### src/rtl/bcd_updown_counter.sv
// bcd_updown_counter
//   Multi-digit BCD up/down counter with enable, synchronous clear and
//   parallel load. It either wraps or saturates at the range limits, which
//   are 0 and 10^DIGITS-1. It is used for display timebases and decimal
//   event tallies.
//
// Parameters
//   DIGITS   : number of BCD digits (1..8)
//   SATURATE : 0 = wrap at the limits, 1 = hold at the limit
//
// Ports
//   clk      in   rising-edge clock
//   reset_n  in   asynchronous active-low reset (count=0, wrap=0)
//   clr      in   synchronous clear (highest priority)
//   load     in   synchronous parallel load of load_val
//   load_val in   BCD load value, digit 0 in bits [3:0]
//   en       in   count enable (lowest priority)
//   up       in   1 = increment, 0 = decrement (used only when en=1)
//   count    out  registered BCD count, digit 0 in bits [3:0]
//   tc       out  combinational terminal count, for the en of the next stage
//   wrap     out  registered one-cycle pulse on wrap-around
//   load_err out  sticky invalid-load flag (only with the macro below)
//
// Optional feature
//   BCD_UPDOWN_COUNTER_LOAD_CHECK_EN: when defined, a load containing any
//   digit >9 is rejected as a whole and sets the sticky load_err output.
//   load_err is cleared by clr or reset_n. When the macro is not defined,
//   each invalid digit is replaced by 0.
//
// Handshake: none. clr, load and en are level controls sampled on each
// rising edge, with priority clr > load > en.

module bcd_updown_counter #(
    parameter int DIGITS   = 4,
    parameter int SATURATE = 0
) (
    input  logic                clk,
    input  logic                reset_n,
    input  logic                clr,
    input  logic                load,
    input  logic [4*DIGITS-1:0] load_val,
    input  logic                en,
    input  logic                up,
    output logic [4*DIGITS-1:0] count,
    output logic                tc,
    output logic                wrap
`ifdef BCD_UPDOWN_COUNTER_LOAD_CHECK_EN
    ,
    output logic                load_err
`endif
);

    localparam int W = 4 * DIGITS;

    logic [W-1:0] load_clean;   // load_val with each invalid digit zeroed
    logic [W-1:0] count_inc;    // count + 1, BCD ripple
    logic [W-1:0] count_dec;    // count - 1, BCD ripple
    logic         all_nine;
    logic         all_zero;
    logic         at_limit;     // the current en step would cross a limit
`ifdef BCD_UPDOWN_COUNTER_LOAD_CHECK_EN
    logic         load_bad;     // any load_val digit >9
`endif

    always_comb begin
        logic carry;
        logic borrow;
        load_clean = '0;
        count_inc  = count;
        count_dec  = count;
        all_nine   = 1'b1;
        all_zero   = 1'b1;
        carry      = 1'b1;
        borrow     = 1'b1;
`ifdef BCD_UPDOWN_COUNTER_LOAD_CHECK_EN
        load_bad   = 1'b0;
`endif
        for (int i = 0; i < DIGITS; i++) begin
            if (load_val[4*i +: 4] <= 4'd9) begin
                load_clean[4*i +: 4] = load_val[4*i +: 4];
            end
`ifdef BCD_UPDOWN_COUNTER_LOAD_CHECK_EN
            else begin
                load_bad = 1'b1;
            end
`endif
            if (count[4*i +: 4] != 4'd9) all_nine = 1'b0;
            if (count[4*i +: 4] != 4'd0) all_zero = 1'b0;

            // The carry and the borrow stop at the first digit that can absorb
            // them, so the digits above that digit keep their value.
            if (carry) begin
                if (count[4*i +: 4] == 4'd9) begin
                    count_inc[4*i +: 4] = 4'd0;
                end else begin
                    count_inc[4*i +: 4] = count[4*i +: 4] + 4'd1;
                    carry = 1'b0;
                end
            end
            if (borrow) begin
                if (count[4*i +: 4] == 4'd0) begin
                    count_dec[4*i +: 4] = 4'd9;
                end else begin
                    count_dec[4*i +: 4] = count[4*i +: 4] - 4'd1;
                    borrow = 1'b0;
                end
            end
        end
        at_limit = up ? all_nine : all_zero;
    end

    // clr and load take priority over counting, so they suppress tc.
    assign tc = en & ~clr & ~load & at_limit;

    always_ff @(posedge clk or negedge reset_n) begin
        if (!reset_n) begin
            count    <= '0;
            wrap     <= 1'b0;
`ifdef BCD_UPDOWN_COUNTER_LOAD_CHECK_EN
            load_err <= 1'b0;
`endif
        end else begin
            wrap <= 1'b0;
            if (clr) begin
                count    <= '0;
`ifdef BCD_UPDOWN_COUNTER_LOAD_CHECK_EN
                load_err <= 1'b0;
`endif
            end else if (load) begin
`ifdef BCD_UPDOWN_COUNTER_LOAD_CHECK_EN
                if (load_bad) begin
                    load_err <= 1'b1;
                end else begin
                    count <= load_clean;
                end
`else
                count <= load_clean;
`endif
            end else if (en) begin
                // At a limit, the ripple result is already the wrapped value
                // (all 9s -> 0 and 0 -> all 9s), so saturation only has to
                // block the update.
                if (!(at_limit && SATURATE != 0)) begin
                    count <= up ? count_inc : count_dec;
                end
                wrap <= at_limit && (SATURATE == 0);
            end
        end
    end

endmodule
### config.mk
export PLATFORM = sky130hd
export DESIGN_NAME = bcd_updown_counter
export DESIGN_NICKNAME = d
export VERILOG_FILES = /design/src/rtl/bcd_updown_counter.sv
export SDC_FILE = /design/constraint.sdc
export NUM_CORES = 1
export LEC_CHECK = 0
export BUFFER_PORTS_ARGS = -buffer_cell sky130_fd_sc_hd__buf_2
export CAP_MARGIN = 20
export CORE_ASPECT_RATIO = 1.4
export CORE_MARGIN = 2
export CORE_UTILIZATION = 39
export CTS_BUF_LIST = sky130_fd_sc_hd__clkbuf_8
export CTS_CLUSTER_SIZE = 28
export DETAILED_ROUTE_END_ITERATION = 8
export GPL_TIMING_DRIVEN = 0
export PLACE_DENSITY = 0.7
export SLEW_MARGIN = 0
export SYNTH_ARGS = -nofsm -noshare
export SYNTH_HDL_FRONTEND = slang
export SYNTH_SLANG_ARGS = --single-unit
export TNS_END_PERCENT = 30
### constraint.sdc
create_clock -name clk -period 2.7 [get_ports clk]
set_input_delay 0.405 -clock clk [delete_from_list [all_inputs] [get_ports clk]]
set_output_delay 0.405 -clock clk [all_outputs]
set_load 0.05 [all_outputs]
==> summary.md <==
| Metric | Value |
|---|---|
| Area of the multi-input gates | 1130 um2 |
| Synth Register Bits | 17 |
| Clk slew on worst S/H paths | 80 ps |
| Routed WL | 4.52 mm |
| Die span in x | 59.5 um |
| Max-slew violation count | 0 |
| Post-Syn Instances | 215 |
| Largest net degree at the start of global routing | 18 |
| Worst setup path class | reg -> out |
| Max Freq | 0.382 GHz |
| Leakage power | 0.909 nW |
| R2R setup slack | 500 ps |
| RR Startpoint | count[1] |
| Synth top area cells | dfrtp_1 (25%), ha_1 (7.4%), nand2_1 (4.7%) |
| Clock Tree Buf Depth | 2 |
| Worst R2R End | count[12] |
| Worst Max-Slew Pin Slew | 557 ps |
| CP endpoint kind | output port |
| Row cnt | 28 |
| Max-cap viol count | 0 |
| Clk root buf | clkbuf_8 |
| Setup Buffers After CTS | 0 |
| Most frequent cells in the layout | buf_2 (38), nand2_1 (21), nor2_1 (17) |
| Setup violations, final | 0 |
| Vias in the first global route | 1612 |
| Post-synth ARST share | 1.00 |
| CTS Sinks | 17 |
| Share of the yosys chip area belonging to registers | 0.253 |
| Crit-path max FO | 9 |
| Net count after synthesis | 247 |
| Diodes inserted | 0 |
| Top_reg_cell synth | dfrtp_1 |
| Global-route wire length before repair | 7.32 mm |
| DR vias/cell | 5.82 |
| Critical path depth in cells | 8 |
| Max VDD drop | 0.190 mV |
| Post-synth EDFFs | 0 |
| Filler cells | 414 |
| Outcome | completed |
| Synth warn | 0 |
| Finished Core Util | 0.474 |
| Die Footprint | 4860 um2 |
| Commonest non-fill, non-tap cell in the layout | buf_2 |
| Remaining Overflow, GRT | 0 |
| Vias | 1745 |
| Max_slew headroom | 0.628 |
| Layout cells sized above 1 | 0.208 |
| Part of the cycle the worst path needs | 0.970 |
| CTS tree | yes |
| Synth cell types | 51 |
| Final hold vios | 0 |
| Worst-path cell chain | inv_1, ha_2, nor3b_4, nand4_1, o32a_1, buf_6, nor2_2, buf_4 |
| RSZ-0062 raised after global routing | no |
| Initial Utilization | 0.403 |
| ANT nets after route | 0 |
| Die Span Y | 81.7 um |
| CP delay by family, top | simple AND/OR/NAND/NOR gates |
| Reg area | 428 um2 |
| Slowest CP cell | dfrtp_2 |
| Syn-to-layout area delta | 17.7% |
| DP HPWL | 3.37 mm |
| I/O pin cnt | 40 |
| Power Density | 421 nW/um2 |
| Port buffer count | 36 |
| WP data arrival | 2210 ps |
| WP data required | 2300 ps |
| DRT iter0 DRCs | 77 |
| Syn_area_per_cell | 7.82 um2 |
| Setup TNS | 0 ps |
| HP Class | in -> async |
| Clock Latency Late Sink | 270 ps |
| Crit start category | flop |
| Gp weighted congestion | 0.847 |
| Drt drc | 0 |
| Buf/Inv on CP | 3 |
| CTS buffer count | 3 |
| Initial antenna violation count | 0 |
| NumNets Final | 288 |
| Worst Reg-to-Reg Cells | 8 |
| Drt pass-1 iters | 5 |
| Hold Buf Count CTS | 0 |
| Htree depth | 1 |
| DR WL/cell | 15.1 um |
| Core area | 4170 um2 |
| GRT Overall Usage | 0.198 |
| Post-synth top area share | 0.253 |
| Yosys top cell by area | dfrtp_1 |
| CP max stage delay | 440 ps |
| Clock skew | 8.73 ps |
| Synthesized area | 1680 um2 |
| Minimum clock period | 2620 ps |
report_power, final:
group,switching [mW],internal [mW]
Sequential,0.0302,0.272
Clock,0.104,0.102
Combinational,0.206,0.118
Total,0.340,0.492
stage by stage:
stage	hold WS [ps]	std cells	setup WS, ps	instance area (um2)	power, mW
final	66.2	300	80.0	1980	0.832
after global routing	101	300	11.3	1980	0.879
after CTS	84.9	300	26.5	1970	0.830
after detailed placement	370	296	265	1920	0.627
after global placement	361	296	314	1920	0.622
after floorplan	109	215	66.4	1680	0.540
cells by family after synthesis:
kind of cell / count (synthesis) / share of synthesized area
mux: 7 / 0.0432
fa+ha+maj: 10 / 0.0745
compound gates: 68 / 0.285
buf+inv: 32 / 0.0826
flops: 17 / 0.253
xor+xnor: 5 / 0.0261
simple gates: 76 / 0.235
worst max path at each step:
| stage | endpoint | start | slack, ps |
|---|---|---|---|
| detailed placement | tc | count[0] | 260 |
| CTS | tc | count[0] | 30 |
| global placement | tc | count[0] | 310 |
| global route | tc | count[1] | 10 |
| floorplan | tc | count[4] | 70 |
| finish | tc | count[1] | 80 |
registers in the layout (all words and copies together) (netlist names):
register  flops
wrap          1
count        16
layer usage:
layer,part of all wire,up-vias,global-route usage
met2,0.52,48,0.352
li1,-,870,-
met4,0.018,0,0.0909
met5,0,-,0
met1,0.42,820,0.233
met3,0.040,7,0.0189
Yosys cell counts (2+ instances only):
cell / count
a21oi_1: 8
or3_1: 3
clkbuf_1: 10
a211oi_1: 7
o21bai_1: 3
buf_1: 2
nor3_1: 5
o21ai_1: 5
o31ai_1: 5
mux2_2: 2
nand3_1: 4
a32oi_1: 2
o32a_1: 2
nor4_1: 2
nor2b_1: 5
nor2_1: 18
nand3b_1: 3
nand2b_1: 5
a31oi_1: 6
mux2i_1: 5
a221oi_1: 2
nand2_1: 21
inv_1: 15
ha_1: 10
dfrtp_1: 17
o22ai_1: 2
o21ai_0: 10
buf_2: 3
a311oi_1: 3
and3_1: 3
xnor2_1: 5
buf_6: 2
a211o_1: 2
worst register-to-register path: stages (launching register included):
cell,delay (ps)
dfrtp_2,440
inv_1,100
ha_2,220
nor3b_4,250
nand4_1,170
o32a_1,330
buf_6,150
or3_1,340
o311ai_1,100
timing repair:
item                       in CTS  in global routing
cloned                          0                  0
hold endpoints to repair        0                  0
gates resized for setup         1                  4
pin swaps                       0                  0
setup endpoints to repair       1                  1
area by class of cell:
class,instances,area share
multi-input combinational,166,0.570
sequential,17,0.216
timing repair buffer,36,0.0923
buffer,17,0.0417
inverter,15,0.0285
tap,45,0.0285
clock buffer,3,0.0209
clock inverter,1,0.00190
(Power assumes the default switching activity.)
